### config.mk
export PLATFORM = sky130hd
export DESIGN_NAME = scan_sequencer
export DESIGN_NICKNAME = d
export VERILOG_FILES = /design/src/rtl/scan_sequencer.sv
export SDC_FILE = /design/constraint.sdc
export NUM_CORES = 1
export LEC_CHECK = 0
export CAP_MARGIN = 20
export CORE_AREA = 2 2 63 80
export CTS_BUF_LIST = sky130_fd_sc_hd__clkbuf_8
export CTS_CLUSTER_SIZE = 28
export DETAILED_ROUTE_END_ITERATION = 7
export DIE_AREA = 0 0 65 82
export GPL_TIMING_DRIVEN = 1
export PLACE_DENSITY = 0.72
export SLEW_MARGIN = 25
export SYNTH_ARGS = -nofsm -noshare
export SYNTH_HDL_FRONTEND = slang
export SYNTH_SLANG_ARGS = --single-unit
### constraint.sdc
create_clock -name clk -period 6.3 [get_ports clk]
set_clock_uncertainty 0.15 [all_clocks]
set_input_delay 0.63 -clock clk [delete_from_list [all_inputs] [get_ports clk]]
set_output_delay 0.63 -clock clk [all_outputs]
set_load 0.005 [all_outputs]
### src/rtl/scan_sequencer.sv
// ============================================================================
//  Module      : scan_sequencer
//  Description : Steps a 3-to-8 decoder through the masked slots in ascending
//                order, holding each slot for a programmable dwell time.
//  Revision    : 1.0 - initial release
// ============================================================================
`default_nettype none

module scan_sequencer #(
    parameter int DWELL_W = 8
) (
    input  logic               clk,
    input  logic               rst,
    input  logic               start,
    input  logic               stop,
    input  logic [7:0]         mask,
    input  logic [DWELL_W-1:0] dwell,
    output logic               en,
    output logic [2:0]         sel,
    output logic               busy,
    output logic               frame_done
);

    localparam logic [0:0] ST_IDLE = 1'b0;
    localparam logic [0:0] ST_SCAN = 1'b1;

    localparam logic [DWELL_W-1:0] c_cnt_one  = {{(DWELL_W-1){1'b0}}, 1'b1};
    localparam logic [DWELL_W-1:0] c_cnt_zero = '0;

    logic [0:0]         r_state;
    logic [0:0]         w_state_nxt;
    logic [7:0]         r_mask_q;
    logic [DWELL_W-1:0] r_dwell_q;
    logic [DWELL_W-1:0] r_cnt;
    logic [2:0]         r_sel;

    logic               w_mask_nz;
    logic               w_start_ok;
    logic               w_slot_end;
    logic               w_frame_end;
    logic [2:0]         w_next_slot;
    logic [2:0]         w_first_slot;

    // Lowest set bit of a mask; only meaningful for a nonzero mask.
    function automatic logic [2:0] f_lowest(input logic [7:0] m);
        f_lowest = 3'd0;
        for (int i = 7; i >= 0; i--) begin
            if (m[i]) begin
                f_lowest = 3'(i);
            end
        end
    endfunction

    // Next set bit searching upward from cur+1 with wrap; offset 8 lands on
    // cur itself, which is how a single-bit mask re-enters its own slot.
    function automatic logic [2:0] f_next_slot(input logic [7:0] m,
                                               input logic [2:0] cur);
        logic [2:0] idx;
        logic       found;
        f_next_slot = cur;
        found       = 1'b0;
        for (int k = 1; k <= 8; k++) begin
            idx = cur + 3'(k);
            if (!found && m[idx]) begin
                f_next_slot = idx;
                found       = 1'b1;
            end
        end
    endfunction

    assign w_mask_nz    = |mask;
    assign w_first_slot = f_lowest(mask);
    assign w_next_slot  = f_next_slot(r_mask_q, r_sel);
    assign w_start_ok   = (r_state == ST_IDLE) && start && !stop && w_mask_nz;
    assign w_slot_end   = (r_state == ST_SCAN) && (r_cnt == r_dwell_q);
    assign w_frame_end  = w_slot_end && (w_next_slot <= r_sel);

    // State register
    always_ff @(posedge clk or posedge rst) begin
        if (rst) begin
            r_state <= ST_IDLE;
        end else begin
            r_state <= w_state_nxt;
        end
    end

    // Next-state logic
    always_comb begin
        w_state_nxt = r_state;
        case (r_state)
            ST_IDLE: begin
                if (w_start_ok) begin
                    w_state_nxt = ST_SCAN;
                end
            end
            ST_SCAN: begin
                if (stop) begin
                    w_state_nxt = ST_IDLE;
                end else if (w_frame_end && !w_mask_nz) begin
                    w_state_nxt = ST_IDLE;
                end
            end
            default: w_state_nxt = ST_IDLE;
        endcase
    end

    // Slot, dwell counter and latched mask/dwell
    always_ff @(posedge clk or posedge rst) begin
        if (rst) begin
            r_mask_q  <= 8'h00;
            r_dwell_q <= c_cnt_zero;
            r_cnt     <= c_cnt_zero;
            r_sel     <= 3'd0;
        end else if (stop) begin
            r_cnt <= c_cnt_zero;
            r_sel <= 3'd0;
        end else if (w_start_ok) begin
            r_mask_q  <= mask;
            r_dwell_q <= dwell;
            r_cnt     <= c_cnt_zero;
            r_sel     <= w_first_slot;
        end else if (r_state == ST_SCAN) begin
            if (w_slot_end) begin
                r_cnt     <= c_cnt_zero;
                r_dwell_q <= dwell;
                if (w_frame_end) begin
                    // A new frame picks up whatever mask is presented now.
                    r_mask_q <= mask;
                    r_sel    <= w_mask_nz ? w_first_slot : 3'd0;
                end else begin
                    r_sel <= w_next_slot;
                end
            end else begin
                r_cnt <= r_cnt + c_cnt_one;
            end
        end
    end

    // Output logic
    always_comb begin
        en         = (r_state == ST_SCAN);
        busy       = (r_state == ST_SCAN);
        sel        = r_sel;
        frame_done = w_frame_end;
    end

endmodule

`default_nettype wire
==> metrics.txt <==
Avg Cell Area, Syn 9.80 um2; Arrival @ worst endpoint 4.91 ns; fraction of registers with async set/reset 100%; Mapped Area 2460 um2; CP Buf/Inv Count 2; Synth Instances 251; max-cap viol count 0; static leakage 1.06 nW; CTS resizes 0; Crit path max-delay family adder cells; largest net degree at the start of global routing 29; Overall Power 899 uW; CP startpoint kind register; die width 65 um; reg2reg setup slack 0.94 ns; Die Span Y 82 um; Peak VDD IR 187 uV; simple-gate share of the synthesized area 16.2%; placed cells 323; Min-Delay Path Class reg2reg; reg2reg start sel[1]; commonest non-fill, non-tap cell in the layout dfrtp_1; Worst path slowest cell ha_1; CTS max path bufs 2; Worst-Margin Slew 0.972 ns; XOR/XNOR share of the synthesized area 6.71%; Critical Path Source sel[1]; total I/O pin count 26; ratio of cells with drive above 1 in the final layout 19.1%; total global routing overflow 0; vias 2024; DIE AREA 5330 um2; Cell Chain, Critical Path inv_1, ha_1, mux2_2, mux2_4, o221ai_2, mux2_4, and4_4, nor4_2, a211oi_2, ha_1, nor2b_1, o21ai_0, a32oi_1, nor2_1, clkdlybuf4s50_1; CTS tree done; fin nets 294; CP Class reg2out; worst-path fanout max 17; area grow syn2layout 12.9%; H-tree levels 1; Synth Flop Type dfrtp_1; Post-DP HPWL 4090 um; routed wire length 5530 um; final setup fails 0; post-CTS setup buffer count 0; post-synthesis compound-gate area fraction 14.2%; ANT nets after route 0; Clock Root Buffer clkbuf_8; Power Dens Cells 324 nW/um2; total track usage 23.2%; Iteration-0 DRC Markers 249; register area 701 um2; core box area 4590 um2; relative slew slack 35.0%; IO buf count 25; Post-Synth Adder-Cell Area 3.05%; Fillers 407; CTS Hold Bufs 0; main combinational cell family by area after synthesis multiplexers; RSZ-0062 raised after global routing false; min setup slack post-route 0.607 ns; first-pass GRT wire length 9620 um; Synth Net Count 277; Worst-Skew Late Latency 0.28 ns; number of global-route vias before repair 1975; Ant. Diodes 0; Reg clk slew, reported paths 0.09 ns; sequential area share after synthesis 28.5%; slowest stage delay, CP 0.75 ns; DR WL/cell 16.9 um; min cycle time layout 5.69 ns; Distinct cells, synth 55; final instance count without filler cells 327; area occupied by multi-input gates 1640 um2; Max Transition Viols Final 0; status finished clean; Core Rows 28; CTS Sinks 28; highest clock rate 176 MHz; Hold Startpoint r_dwell_q[4]; Post-Place Worst Slack 0.959 ns; setup_tns 0 ns; most frequent cells in the layout dfrtp_1 (28), mux2_2 (25), clkdlybuf4s50_1 (25); Data required, critical path 5.52 ns; Yosys reg bits 28; Initial Utilization 53.6%; Final period util 90.4%; Ys Warns 0; vias per cell 6.19; EDFF count, synth 0; Critical Path Sink Type output port; TritonCTS buffer count 3; routability cong. 0.956; DR pass1 iterations 4; fraction of synthesized area in multiplexers 26.6%; Hold Vio Cnt, Final 0; initial antenna violation count 0; DRC viols 0
==> synth_stat cells (9+ instances only) <==
cell / count / area [um2]
nand2_1: 19 / 71.3
dfrtp_1: 28 / 701
a21oi_1: 12 / 60.1
mux2_2: 25 / 282
mux2i_1: 9 / 90.1
nor2_1: 20 / 75.1
xor2_1: 14 / 123
mux4_2: 10 / 225
inv_1: 10 / 37.5
==> path summary, 6_finish.rpt <==
check                                to  cells after the start
max                          frame_done                     15
max reg2reg                 r_mask_q[4]                     17
min reg2reg                r_dwell_q[4]                      1
max in group asynchronous        sel[2]                      2
min in group asynchronous   r_mask_q[1]                      2
min                        r_dwell_q[4]                      1
==> through the flow <==
stage          area [um2]  hold WS [ns]  utilization (%)
2_1_floorplan        2460         0.351                -
3_3_place_gp         2720         0.361             59.3
3_5_place_dp         2720         0.367             59.3
4_1_cts              2780         0.388             60.5
5_1_grt              2780         0.396             60.5
6_report             2780         0.384             60.5
==> cell families after synthesis <==
| group | after synthesis |
|---|---|
| AOI/OAI and AO/OA | 48 |
| DFF | 28 |
| and+or+nand+nor | 79 |
| buffers and inverters | 25 |
| muxes | 47 |
| xor gates and xnor gates | 18 |
| adders and majority gates | 6 |
==> area by class of cell <==
cell class,count,area share (%)
Sequential cell,28,25.2
Tap cell,60,2.70
Inverter,10,1.35
Multi-Input combinational cell,198,59.2
Timing Repair Buffer,27,9.55
Clock buffer,4,1.98
==> registers in the layout (all words and copies together), names as in the netlist <==
name	count
r_dwell_q	8
sel	3
busy	1
r_mask_q	8
r_cnt	8
==> report_power, final <==
group          leakage, nW  switching (mW)  internal (mW)
clock               0.0288          0.0558         0.0560
sequential           0.353          0.0427          0.208
combinational        0.678           0.268          0.268
total                 1.06           0.366          0.532
==> per-layer routing <==
| layer | wire length (um) | track usage (%) | part of all wire (%) | vias to the layer above |
|---|---|---|---|---|
| met5 | 0 | 0 | 0 | - |
| met4 | 136 | 10.0 | 2.5 | 0 |
| met3 | 193 | 2.05 | 3.5 | 13 |
| met2 | 2870 | 41.9 | 52 | 56 |
| met1 | 2320 | 28.3 | 42 | 987 |
| li1 | - | - | - | 968 |
No activity file was read; power rests on OpenSTA's default activity.
